===== src/rtl/alu_operand_stage.sv =====
// alu_operand_stage: decode-to-execute register that builds the ALU operands
//
// Define ALU_OPSTAGE_FWD_EN to build the EX/MEM bypass network. Without it,
// operands come straight from the register file and decode stalls on any
// RAW dependency against EX or MEM until the producer has retired.
//
// Ports:
//   clk, rst_n          clock, asynchronous active-low reset
//   dec_*               instruction offered by decode (valid/ready handshake)
//   alu_out             result of the instruction currently held (EX bypass)
//   mem_wr_en/rd/data   MEM/WB writeback (MEM bypass)
//   flush               kill the held instruction and refuse acceptance
//   ex_ready, ex_valid  handshake towards the ALU
//   alu_in1/in2/func    registered ALU operands and function
//   ex_rs2_data         forwarded rs2 value (store data)
//   ex_rd/wr_en/is_load destination, write-enable and load marker
module alu_operand_stage #(
    parameter int DBITS     = 32,
    parameter int FUNC_BITS = 5,
    parameter int RBITS     = 4
) (
    input  logic                 clk,
    input  logic                 rst_n,
    input  logic                 dec_valid,
    output logic                 dec_ready,
    input  logic [FUNC_BITS-1:0] dec_func,
    input  logic [RBITS-1:0]     dec_rs1,
    input  logic [RBITS-1:0]     dec_rs2,
    input  logic                 dec_use_rs1,
    input  logic                 dec_use_rs2,
    input  logic [DBITS-1:0]     dec_rf1,
    input  logic [DBITS-1:0]     dec_rf2,
    input  logic [DBITS-1:0]     dec_imm,
    input  logic                 dec_use_imm,
    input  logic [RBITS-1:0]     dec_rd,
    input  logic                 dec_wr_en,
    input  logic                 dec_is_load,
    input  logic [DBITS-1:0]     alu_out,
    input  logic                 mem_wr_en,
    input  logic [RBITS-1:0]     mem_rd,
    input  logic [DBITS-1:0]     mem_data,
    input  logic                 flush,
    input  logic                 ex_ready,
    output logic                 ex_valid,
    output logic [DBITS-1:0]     alu_in1,
    output logic [DBITS-1:0]     alu_in2,
    output logic [FUNC_BITS-1:0] alu_func,
    output logic [DBITS-1:0]     ex_rs2_data,
    output logic [RBITS-1:0]     ex_rd,
    output logic                 ex_wr_en,
    output logic                 ex_is_load
);
    logic             adv, hazard, hz_ex, take;
    logic             e1, e2, w1, w2;
    logic [DBITS-1:0] op1, op2;

    // Source matches against the held (EX) producer and the MEM/WB writer
    assign e1 = ex_valid & ex_wr_en & (ex_rd == dec_rs1);
    assign e2 = ex_valid & ex_wr_en & (ex_rd == dec_rs2);
    assign w1 = mem_wr_en & (mem_rd == dec_rs1);
    assign w2 = mem_wr_en & (mem_rd == dec_rs2);

    // A load in EX has no result yet; a used source depending on it must wait
    assign hz_ex = ex_is_load & ((dec_use_rs1 & e1) | (dec_use_rs2 & e2));

`ifdef ALU_OPSTAGE_FWD_EN
    assign hazard = hz_ex;
    assign op1    = (e1 & !ex_is_load) ? alu_out : w1 ? mem_data : dec_rf1;
    assign op2    = (e2 & !ex_is_load) ? alu_out : w2 ? mem_data : dec_rf2;
`else
    logic unused_bypass;
    assign unused_bypass = ^{alu_out, mem_data};
    assign hazard = hz_ex | (dec_use_rs1 & (e1 | w1)) | (dec_use_rs2 & (e2 | w2));
    assign op1    = dec_rf1;
    assign op2    = dec_rf2;
`endif

    assign adv       = !ex_valid | ex_ready;
    assign dec_ready = adv & !hazard & !flush;
    assign take      = dec_valid & dec_ready;

    always_ff @(posedge clk or negedge rst_n) begin
        if (!rst_n) begin
            ex_valid    <= 1'b0;
            alu_in1     <= '0;
            alu_in2     <= '0;
            alu_func    <= '0;
            ex_rs2_data <= '0;
            ex_rd       <= '0;
            ex_wr_en    <= 1'b0;
            ex_is_load  <= 1'b0;
        end else begin
            // Flush clears the slot even while downstream is stalled
            if (adv | flush)
                ex_valid <= take;
            if (take) begin
                alu_in1     <= op1;
                alu_in2     <= dec_use_imm ? dec_imm : op2;
                alu_func    <= dec_func;
                ex_rs2_data <= op2;
                ex_rd       <= dec_rd;
                ex_wr_en    <= dec_wr_en;
                ex_is_load  <= dec_is_load;
            end
        end
    end
endmodule

===== config.mk =====
export PLATFORM = sky130hd
export DESIGN_NAME = alu_operand_stage
export DESIGN_NICKNAME = d
export VERILOG_FILES = /design/src/rtl/alu_operand_stage.sv
export SDC_FILE = /design/constraint.sdc
export NUM_CORES = 1
export LEC_CHECK = 0
export CAP_MARGIN = 0
export CORE_AREA = 2 2 116 118
export CTS_CLUSTER_SIZE = 14
export DETAILED_ROUTE_END_ITERATION = 8
export DIE_AREA = 0 0 118 120
export HOLD_SLACK_MARGIN = 0.06
export PLACE_DENSITY = 0.81
export SYNTH_ARGS = -nofsm -noshare
export SYNTH_HDL_FRONTEND = slang
export SYNTH_SLANG_ARGS = --single-unit

===== constraint.sdc =====
create_clock -name clk -period 4.74 [get_ports clk]
set_input_delay 0.711 -clock clk [delete_from_list [all_inputs] [get_ports clk]]
set_output_delay 0.711 -clock clk [all_outputs]
set_load 0.02 [all_outputs]

==> reports/summary.txt <==
status = completed
Setup-failing EPs final = 0
Period Utilization, post-route = 73.00%
final cell count without fillers = 712
Max Cap Viol = 0
Layout fillers = 1049
Final Max Slew Viols = 0
Peak supply drop = 0.2265 mV
first-pass GRT wire length = 19.78 mm
HPWL after DPL = 9.422 mm
routed length per instance = 17.41 µm
fmax = 289.0 MHz
CTS clk-pin slew, worst paths = 0.06 ns
largest net degree at the start of global routing = 57
sequential share of power = 40.2%
Worst Clk Skew = 0.007869 ns
largest cells by area after synthesis = dfrtp_1, mux2_2, mux2_4
RSZ-0062 raised after global routing = false
DRT Pass-1 Iters = 4
Ys Warns = 0
NumNets Final = 724
Detailed Route Iter0 Violations = 47
Power Internal = 2142 µW
met1 global-route usage = 18.82%
Buffers on Ports = 236
syn avg cell area = 16.00 µm²
register area share after synthesis = 57.07%
share of post-route cells with drive strength above 1 = 29.66%
Slew @ Worst Pin = 0.9420 ns
mapped cell area = 4736 µm²
Worst EP required = 4.03 ns
Num CTS Buffers = 9
worst path cell trace = clkdlybuf4s50_1 > xnor2_1 > nand4_1 > or4_1 > o41ai_2 > nor3b_1 > clkdlybuf4s50_1
ANT nets after route = 0
grt ovf = 0
initial antenna violation count = 0
PD cells = 399.0 nW/µm²
Sw Share = 29.07%
chip height = 120 µm
share of the synthesized area in the top cell type = 57.07%
global placement routability congestion = 0.9034
Lkg Pwr = 0.003091 µW
Syn Inst Count = 296
commonest non-fill, non-tap cell in the layout = clkdlybuf4s50_1
# diodes = 0
Via density = 4.719
kind of critical path = in -> out
Post-Syn Nets = 488
Post-CTS Resized = 0
Worst EP arrival = 2.75 ns
minimum clock period = 3.460 ns
All-Layer GR Usage = 17.87%
Via Count = 3360
Gate power share = 35.6%
die span in x = 118 µm
I/O Pins = 301
crit path launch type = input port
Sw Pwr = 877.8 µW
layout overhead on the synthesized area = 59.82%
HP Class = in -> async
Num Clock Sinks = 108
Clock Latency Late Sink = 0.34 ns
drt drc = 0
most frequent cells in the layout = clkdlybuf4s50_1, mux2_2, dfrtp_1
number of global-route vias before repair = 3788
Rows = 42
Max Buffers Root-to-Sink = 2
CP max stage cell = clkdlybuf4s50_1
largest area contributor in the netlist = dfrtp_1
met3 usage = 6.036%
Slew headroom = 37.00%
clock root buffer = clkbuf_16
CP most frequent cell = clkdlybuf4s50_1
CTS H-tree depth = 3
Core Area = 12980 µm²
DP Area = 7283 µm²
DIE AREA = 14160 µm²
Clock power frac = 24.2%
final hold vios = 0
GRT met2 Usage = 32.78%
area of the multi-input gates = 1927 µm²
hold_buf cts = 0
library cells used by synthesis = 21
final setup TNS = 0 ns
FF+latch area = 2703 µm²
CP Capture Type = primary output
most used routing layer = met2
setup ws final = 1.280 ns
final wirelength = 12.40 mm
Initial Utilization = 36.49%
CP max FO = 3
CTS tree = built
CP peak stage delay = 0.56 ns
#FFs+latches synth = 108
Post-CTS Setup Bufs = 0
DP Cell Count = 697
worst hold margin = 0.4005 ns
DP Worst Slack = 1.278 ns
Final Instance Area = 7569 µm²
[cell type report]
class                           count  area share [%]
Clock inverter                      2          0.4629
Clock buffer                       13           3.306
Sequential cell                   108           35.71
Multi-Input combinational cell    170           25.46
Tap cell                          176           2.910
Timing Repair Buffer              240           32.01
Inverter                            3          0.1488
[cell usage after synthesis (all sizes together)]
cell and count:
nor2 1, a21oi 1, o41ai 1, dfrtp 108
nand3 2, nor3b 1, nor3 2, clkbuf 4
nand2 1, or4 1, inv 3, o21ai 1
mux2 139, nand4 3, buf 11, o32a 1
xor2 9, xnor2 7
[stage by stage]
stage | util [%] | power, µW
floorplan | - | 1731
global placement | 56.11 | 2282
detailed placement | 56.11 | 2316
CTS | 58.31 | 3064
global route | 58.31 | 3157
finish | 58.31 | 3020
[path summary, 6_finish.rpt]
check | startpoint | to | slack, ns | cells after the start
hold / removal | rst_n | ex_rs2_data[26] | 0.40 | 1
hold reg to reg | alu_in1[23] | alu_in1[23] | 0.50 | 1
setup / recovery | dec_rs1[0] | dec_ready | 1.28 | 7
min in group clk | alu_in1[23] | alu_in1[23] | 0.50 | 1
setup reg to reg | ex_rd[0] | ex_rs2_data[19] | 2.18 | 7
max in group asynchronous | rst_n | ex_rs2_data[29] | 3.14 | 2
[registers in the layout (all words and copies together) (netlist names)]
signal       cells
ex_rd            4
ex_valid         1
ex_is_load       1
ex_wr_en         1
alu_in1         32
alu_func         5
alu_in2         32
ex_rs2_data     32
[routing by layer]
layer  up-vias  wire, µm
met4         0       265
met2       158      6511
li1       1531         -
met3        19      1015
met1      1652      4603
met5         -         0
[power groups by stage]
stage | Clock, µW | Combinational [µW] | Sequential (µW)
detailed placement | 0 | 1090 | 1230
CTS | 758 | 1090 | 1220
floorplan | 0 | 282 | 1450
global placement | 0 | 1070 | 1220
finish | 731 | 1080 | 1210
global route | 788 | 1130 | 1240
[critical path: cells and delay by family]
kind / cells / cell delay (ns)
AOI/OAI and AO/OA: 1 / 0.13
xor gates and xnor gates: 1 / 0.15
and+or+nand+nor: 3 / 0.67
buffers and inverters: 2 / 1.09
[cells by family after synthesis]
kind of cell	share of synthesized area, %
XOR/XNOR	2.959
AO/OA/AOI/OAI	0.7661
AND/OR/NAND/NOR	1.532
buffers and inverters	2.245
multiplexers	35.43
flip-flops	57.07
No activity file was read; power rests on OpenSTA's default activity.
